**config.mk**
```make
export PLATFORM = sky130hd
export DESIGN_NAME = multi_phase_intersection
export DESIGN_NICKNAME = d
export VERILOG_FILES = /design/src/rtl/multi_phase_intersection.sv
export SDC_FILE = /design/constraint.sdc
export NUM_CORES = 1
export LEC_CHECK = 0
export BUFFER_PORTS_ARGS = -buffer_cell sky130_fd_sc_hd__buf_2
export CAP_MARGIN = 20
export CORE_ASPECT_RATIO = 0.75
export CORE_MARGIN = 2
export CORE_UTILIZATION = 50
export CTS_CLUSTER_DIAMETER = 150
export DETAILED_ROUTE_END_ITERATION = 7
export PLACE_DENSITY = 0.79
export SLEW_MARGIN = 20
export SYNTH_ARGS = -nofsm -noshare
export SYNTH_HDL_FRONTEND = slang
export SYNTH_SLANG_ARGS = --single-unit
```
**constraint.sdc**
```tcl
create_clock -name clk -period 1.8 [get_ports clk]
set_input_delay 0.18 -clock clk [delete_from_list [all_inputs] [get_ports clk]]
set_output_delay 0.18 -clock clk [all_outputs]
set_load 0.05 [all_outputs]
```
**src/rtl/multi_phase_intersection.sv**
```systemverilog
// multi_phase_intersection
// Round-robin N-phase traffic signal controller. Each phase is served with
// green, then yellow, then an all-red clearance. A latched pedestrian request
// extends that phase's next green and lights its walk lamp for the whole green.
// All lamp outputs are registered and follow the state one clock later.

module multi_phase_intersection #(
    parameter int N_PHASES = 4,
    parameter int CNT_W    = 8,
    parameter int GRN_TON  = 20,
    parameter int YLW_TON  = 3,
    parameter int RED_TON  = 2,
    parameter int WALK_EXT = 10,
    parameter int PRESCALE = 1,
    localparam int PH_W    = $clog2(N_PHASES)
) (
    input  logic                clk,
    input  logic                reset_n,
    input  logic [N_PHASES-1:0] cross_btn,
    output logic [N_PHASES-1:0] red,
    output logic [N_PHASES-1:0] ylw,
    output logic [N_PHASES-1:0] grn,
    output logic [N_PHASES-1:0] walk,
    output logic [N_PHASES-1:0] stop,
    output logic [PH_W-1:0]     phase_idx,
    output logic                fault
);

    // Prescaler width; a prescale of 1 still gets a one-bit counter that
    // stays at zero so that every clock is a tick.
    localparam int PS_W = (PRESCALE > 1) ? $clog2(PRESCALE) : 1;

    localparam logic [PS_W-1:0]  PS_LAST      = PS_W'(PRESCALE - 1);
    localparam logic [CNT_W-1:0] GRN_LAST     = CNT_W'(GRN_TON - 1);
    localparam logic [CNT_W-1:0] GRN_EXT_LAST = CNT_W'(GRN_TON + WALK_EXT - 1);
    localparam logic [CNT_W-1:0] YLW_LAST     = CNT_W'(YLW_TON - 1);
    localparam logic [CNT_W-1:0] RED_LAST     = CNT_W'(RED_TON - 1);
    localparam logic [PH_W-1:0]  PH_LAST      = PH_W'(N_PHASES - 1);

    typedef enum logic [2:0] {
        ST_INIT = 3'd0,
        ST_GRN  = 3'd1,
        ST_YLW  = 3'd2,
        ST_CLR  = 3'd3,
        ST_ERR  = 3'd4
    } state_t;

    // Sequencing state
    state_t              state_q, state_d;
    logic [PH_W-1:0]     phase_q, phase_d;
    logic [CNT_W-1:0]    timer_q, timer_d;
    logic [PS_W-1:0]     presc_q, presc_d;
    logic [N_PHASES-1:0] req_q, req_d;
    logic                ext_q, ext_d;

    // Registered outputs
    logic [N_PHASES-1:0] red_q, red_d;
    logic [N_PHASES-1:0] ylw_q, ylw_d;
    logic [N_PHASES-1:0] grn_q, grn_d;
    logic [N_PHASES-1:0] walk_q, walk_d;
    logic [N_PHASES-1:0] stop_q, stop_d;
    logic [PH_W-1:0]     phase_idx_q, phase_idx_d;
    logic                fault_q, fault_d;

    // Combinational helpers
    logic                tick;
    logic                done;
    logic                enter_grn;
    logic [CNT_W-1:0]    last;
    logic [N_PHASES-1:0] onehot;

    assign tick = (presc_q == PS_LAST);

    // Prescaler: free-running divider whose terminal count is the tick.
    always_comb begin
        presc_d = tick ? '0 : presc_q + 1'b1;
    end

    // Next-state logic: timer, phase rotation and pedestrian request latching.
    always_comb begin
        state_d   = state_q;
        phase_d   = phase_q;
        timer_d   = timer_q;
        ext_d     = ext_q;
        req_d     = req_q | ~cross_btn;
        enter_grn = 1'b0;
        last      = '0;

        case (state_q)
            ST_INIT: last = RED_LAST;
            ST_GRN:  last = ext_q ? GRN_EXT_LAST : GRN_LAST;
            ST_YLW:  last = YLW_LAST;
            ST_CLR:  last = RED_LAST;
            default: last = '0;
        endcase

        done = tick && (timer_q == last);

        if (tick) begin
            timer_d = timer_q + 1'b1;
        end

        case (state_q)
            ST_INIT: begin
                if (done) begin
                    state_d   = ST_GRN;
                    phase_d   = '0;
                    timer_d   = '0;
                    enter_grn = 1'b1;
                end
            end
            ST_GRN: begin
                if (done) begin
                    state_d = ST_YLW;
                    timer_d = '0;
                    ext_d   = 1'b0;
                end
            end
            ST_YLW: begin
                if (done) begin
                    state_d = ST_CLR;
                    timer_d = '0;
                end
            end
            ST_CLR: begin
                if (done) begin
                    state_d   = ST_GRN;
                    phase_d   = (phase_q == PH_LAST) ? '0 : phase_q + 1'b1;
                    timer_d   = '0;
                    enter_grn = 1'b1;
                end
            end
            ST_ERR: begin
                state_d = ST_INIT;
                phase_d = '0;
                timer_d = '0;
                ext_d   = 1'b0;
            end
            default: begin
                state_d = ST_ERR;
                timer_d = '0;
                ext_d   = 1'b0;
            end
        endcase

        // A request latched earlier or a press on the entry clock itself
        // extends the green being entered; the request is consumed here.
        if (enter_grn) begin
            ext_d          = req_q[phase_d] | ~cross_btn[phase_d];
            req_d[phase_d] = 1'b0;
        end
    end

    // Lamp decode from the current state; registered so lamps lag by a clock.
    always_comb begin
        onehot      = {{(N_PHASES-1){1'b0}}, 1'b1} << phase_q;
        red_d       = '0;
        ylw_d       = '0;
        grn_d       = '0;
        walk_d      = '0;
        stop_d      = '0;
        fault_d     = fault_q;
        phase_idx_d = phase_q;

        case (state_q)
            ST_INIT, ST_CLR: begin
                red_d  = '1;
                stop_d = '1;
            end
            ST_GRN: begin
                grn_d  = onehot;
                red_d  = ~onehot;
                walk_d = ext_q ? onehot : '0;
                stop_d = ~walk_d;
            end
            ST_YLW: begin
                ylw_d  = onehot;
                red_d  = ~onehot;
                stop_d = '1;
            end
            default: begin
                red_d   = '1;
                ylw_d   = '1;
                grn_d   = '1;
                walk_d  = '1;
                stop_d  = '1;
                fault_d = 1'b1;
            end
        endcase
    end

    // State and output registers with synchronous active-low reset.
    always_ff @(posedge clk) begin
        if (!reset_n) begin
            state_q     <= ST_INIT;
            phase_q     <= '0;
            timer_q     <= '0;
            presc_q     <= '0;
            req_q       <= '0;
            ext_q       <= 1'b0;
            red_q       <= '0;
            ylw_q       <= '0;
            grn_q       <= '0;
            walk_q      <= '0;
            stop_q      <= '0;
            phase_idx_q <= '0;
            fault_q     <= 1'b0;
        end else begin
            state_q     <= state_d;
            phase_q     <= phase_d;
            timer_q     <= timer_d;
            presc_q     <= presc_d;
            req_q       <= req_d;
            ext_q       <= ext_d;
            red_q       <= red_d;
            ylw_q       <= ylw_d;
            grn_q       <= grn_d;
            walk_q      <= walk_d;
            stop_q      <= stop_d;
            phase_idx_q <= phase_idx_d;
            fault_q     <= fault_d;
        end
    end

    assign red       = red_q;
    assign ylw       = ylw_q;
    assign grn       = grn_q;
    assign walk      = walk_q;
    assign stop      = stop_q;
    assign phase_idx = phase_idx_q;
    assign fault     = fault_q;

endmodule

```
-- Word level (Yosys, flattened, before mapping)
Index checks and enable logic that the tools add are counted.
Widths: inputs -> output; s select.
- memory bits (writable): 0
- memories kept: 0
- memory bits (read-only): 0
- bits in latches: 0
- output and inout port bits: 23
- bits in registers: 42
- logic and storage cells: 81
- $add $sub $neg: 3
- mux-type cells: 28
- bitwise operators: 11
- divide/modulo/power cells: 0
- shifts and indexed selects: 1
- reduce and logical (&&, ||, !) cells: 12
- equal/unequal tests: 11
- magnitude comparators: 2
- multiply operators: 0
- operators with widths (operator ; count):
    $pmux 4 s2 ; 3
    $mux 4 ; 5
    $not 4->4 ; 4
    $pmux 5 s3 ; 1
    $pmux 3 s4 ; 1
    $mux 3 ; 3
    $reduce_or 3->1 ; 3
    $add 8x1->8 const B ; 1
    $eq 8x8->1 ; 1
    $mux 1 ; 7
    $eq 3x2->1 const B ; 2
    $mux 2 ; 3
    $pmux 2 s3 ; 1
    $and 4x4->4 ; 1
    $bmux 1 s2 ; 2
    $ne 2x1->1 const B ; 2
    $ne 2x2->1 const B ; 2
    $not 1->1 ; 4
    $or 4x4->4 ; 1
    $reduce_and 2->1 ; 2
    $reduce_or 2->1 ; 2
    $reduce_or 4->1 ; 1
    $shl 1x2->4 const A ; 1
    $eq 3x1->1 const B ; 1
    13 further kinds ; 14

-- Depth between registers and ports, before layout
- depth after elaboration: 14
- depth in mapped cells: 9
- mapped depth without buffers: 7

-- Least setup slack after synthesis
No wires, ideal clock.
- path type: flip-flop to flip-flop
- start point: register state_q[1]
- end point: register ext_q
- data required time: 1.670 ns
- period minus slack after synthesis: 1.988 ns
- data arrival time: 1.858 ns
- path slack: -0.188 ns
- stages on the path, launching flop included: 9
- cell sequence: dfxtp_1 -> buf_6 -> and4bb_4 -> mux2i_2 -> o2111ai_2 -> nor3_4 -> nor2_2 -> o31ai_1 -> o211ai_1
- cells in the longest elaborated chain, start to end: 12
- elaborated cells between the ends (all ways): 26
- those cells by class: eq/ne: 7; mux: 12; bitwise: 2; reduce/logical: 5
- RTL lines (what ; line ; text):
    start, declared ; 49 ; state_t state_q, state_d;
    start signal, assigned ; 209 ; state_q <= state_d;
    $eq 3x2->1 / $logic_not 3->1 (equally long branches) ; 89, 103 ;
    $reduce_or 2->1 (no source line) ; n/a ;
    $pmux 5 s3 ; 89 ; case (state_q)
    $eq 8x8->1 ; 97 ; done = tick && (timer_q == last);
    $logic_and 1x1->1 ; 97 ;
    $mux 2 (on tied branches) ; 126, 105 ;
    $pmux 2 s3 ; 103 ; case (state_q)
    $bmux 1 s2 ; 149 ; ext_d = req_q[phase_d] | ~cross_btn[phase_d];
    $mux 1 (not written as such) ; 149 ;
    $not 1->1 ; 149 ;
    $or 1x1->1 ; 149 ;
    $mux 1 ; 148 ; if (enter_grn) begin
    end signal, assigned ; 214 ; ext_q <= ext_d;
    end, declared ; 54 ; logic ext_q, ext_d;
Parallel ways exist; a longest one is shown, timed or not. The select of a mux whose other input is x is not followed.
A chain may end at the register's enable or synchronous reset.

-- Final worst setup path
- start point: register state_q[2]
- end point: register ext_q
Same word-level chain as after synthesis.

==> reports/metrics.yaml <==
status: "finished with violations"
violations: "setup timing"
cellPowerDensity_nw_per_um2: 819
setup_slack_ps: -220
register_area_sq_um: 850
clkSlewWorstSetupHoldPaths_ps: 70
hold_end: "req_q[2]"
r2r_slack_ps: -220
drc: 0
ir_drop_v: 0.000678
setup_violations: 16
arrival_ps: 2200
drv_slew: 0
cts_buffers: 5
dr.first_iter.drc_count: 62
rows: 18
final_common_cell: "dfxtp_1"
postLayoutCoreUtil_pct: 71.6
syn_inst: 182
clock_skew_ps: 7.54
drive_above_1_share_pct: 39.1
critical_path_class: "flop to flop"
wirelength_um: 4010
io_buffers: 28
cp-startpoint: "state_q[2]"
synth_nets: 193
crit_path_end_kind: "flop"
firstDrtPassIters: 4
htreeDepth: 2
pre_cts_ws_ps: -200
cp.required_ps: 1980
fin_nets: 248
hp-start: "cross_btn[2]"
worstHoldPathCells: 4
diodes: 0
grt_pass1_vias: 1379
ff2ff_path_depth: 8
cts.hold.buffers_added: 0
finalHoldViolCount: 0
synth_cell_type_count: 51
max_freq_mhz: 495
die_w_um: 73.7
gp_congestion: 0.827
yosys_warnings: 0
synth_edf_count: 0
vias: 1467
synthToLayoutAreaGrowth_pct: 33.0
cts_buffer_depth: 2
io_pins: 29
track_usage_pct: 20.7
max_cap_viol_count: 0
ys.flop_type: "dfxtp_1"
layout_common_cells: "39 x dfxtp_1, 28 x buf_2, 26 x buf_4"
route.detailed.wl_per_inst_um: 14.4
p_leak_nw: 1.04
ant_nets: 0
cts_tree: "yes"
synth-seq-cells: 42
dieHeight_um: 56.2
timing.rr.start: "state_q[2]"
final_area_sq_um: 2420
p_total_w: 0.00198
slew_headroom_pct: 66.5
core_area_sq_um: 3380
hold_class: "primary input to flop"
worstMarginPinSlew_ps: 498
dpl.hpwl_um: 2830
finalSetupTns_ps: -1220
fillers: 243
period_needed_ps: 2020
ys_seq_area_share_pct: 46.2
place_area_sq_um: 2140
synthesis.area_sq_um: 1820
start_kind: "flop"
grt_pass1_wl_um: 6440
grt_max_degree: 24
clock_latency_ps: 300
multi_input_area_sq_um: 1020
async_flop_share_pct: 0
period_share_pct: 112
grt_antenna_before_repair: 0
r2r-end: "ext_q"
syn-mean-instance-area_sq_um: 10.0
crit_fanout: 5
cts_num_sinks: 42
initial_core_util_pct: 53.9
drt-vias-per-instance: 5.28
die-area_sq_um: 4140
overflow: 0
rsz0062_at_grt: "true"
clock-root-buffer: "clkbuf_8"
==> where the power goes <==
part | internal, W | total, W | switching [W]
Combinational | 0.000110 | 0.000263 | 0.000153
Sequential | 0.000958 | 0.000980 | 0.0000220
Clock | 0.000415 | 0.000738 | 0.000323
==> sequential cells by signal, indices dropped and copies added (netlist names), 2 cells and up <==
name,flops
stop,4
grn,4
timer_q,8
req_q,4
walk,4
red,4
phase_idx_d,2
state_q,3
phase_idx,2
ylw,4
==> through the flow <==
| stage | cells | hold slack (ps) |
|---|---|---|
| 3_3_place_gp | 266 | 449 |
| 5_1_grt | 278 | 192 |
| 3_5_place_dp | 266 | 465 |
| 2_1_floorplan | 182 | 367 |
| 4_1_cts | 275 | 157 |
| 6_report | 278 | 169 |
==> cells by family (layout without fill, tap and decap cells) <==
family,count (synthesis),in the layout,synth area share (%)
AOI/OAI and AO/OA,38,38,15.4
xor gates and xnor gates,9,9,4.33
adders and majority gates,5,5,3.44
buffers and inverters,14,70,4.61
DFF,42,42,46.2
muxes,2,2,1.31
other,1,1,0.206
and+or+nand+nor,71,71,24.5
==> per-layer routing <==
layer	GRT usage [%]	vias up	share of wire (%)
met2	29.1	37	46
met1	28.9	682	48
met3	5.62	8	4.2
met5	0	-	0
met4	10.1	0	1.7
li1	-	740	-
==> layout make-up <==
type,count,share of cell area (%)
multi-input cells,126,42.3
inverters,4,0.620
clock buffers,7,3.15
clock inverters,1,1.24
well taps,40,2.07
flip-flops and latches,42,35.1
repair buffers,58,15.5
==> worst max-delay path, stage by stage (launching register included) <==
cell and delay [ps]:
dfxtp_2 340, and4bb_4 370, mux2i_4 270, o2111a_2 270, buf_4 130, o31ai_4 70, a31o_4 250, o2111ai_1 80
o211ai_1 120
==> worst max path at each step <==
stage                 end  slack (ps)  cells after the start
finish              ext_q        -220                      8
global route        ext_q        -290                      9
CTS                 ext_q        -200                      7
detailed placement  ext_q        -200                      7
global placement    ext_q        -130                      7
floorplan           ext_q        -120                      8
==> cell usage after synthesis (2+ instances only) <==
master	number	share of area, %
buf_6	3	1.9
or2_2	2	0.69
or3_1	3	1.0
nand2_1	9	1.9
o211ai_1	2	0.83
o21a_1	2	0.83
xnor2_1	3	1.4
o31ai_1	2	0.83
a41oi_1	3	1.4
and2_1	3	1.0
nor2b_1	17	5.8
nor2_1	11	2.3
ha_1	5	3.4
nand4_1	2	0.69
clkbuf_1	4	0.83
a21boi_0	8	3.3
a21oi_1	11	3.0
dfxtp_1	42	46
buf_4	2	0.83
xor2_1	6	2.9
inv_1	4	0.83
nor3b_1	2	0.83
and3_1	5	1.7
nand2b_1	4	1.4
==> timing repair <==
item / in CTS / in global routing
gates cloned: 0 / 0
setup buffers: 1 / 3
gates resized for setup: 6 / 25
endpoints found under the setup margin: 17 / 17
pin swaps: 2 / 11
hold endpoints to repair: 0 / 0
No activity file was read; power rests on OpenSTA's default activity.
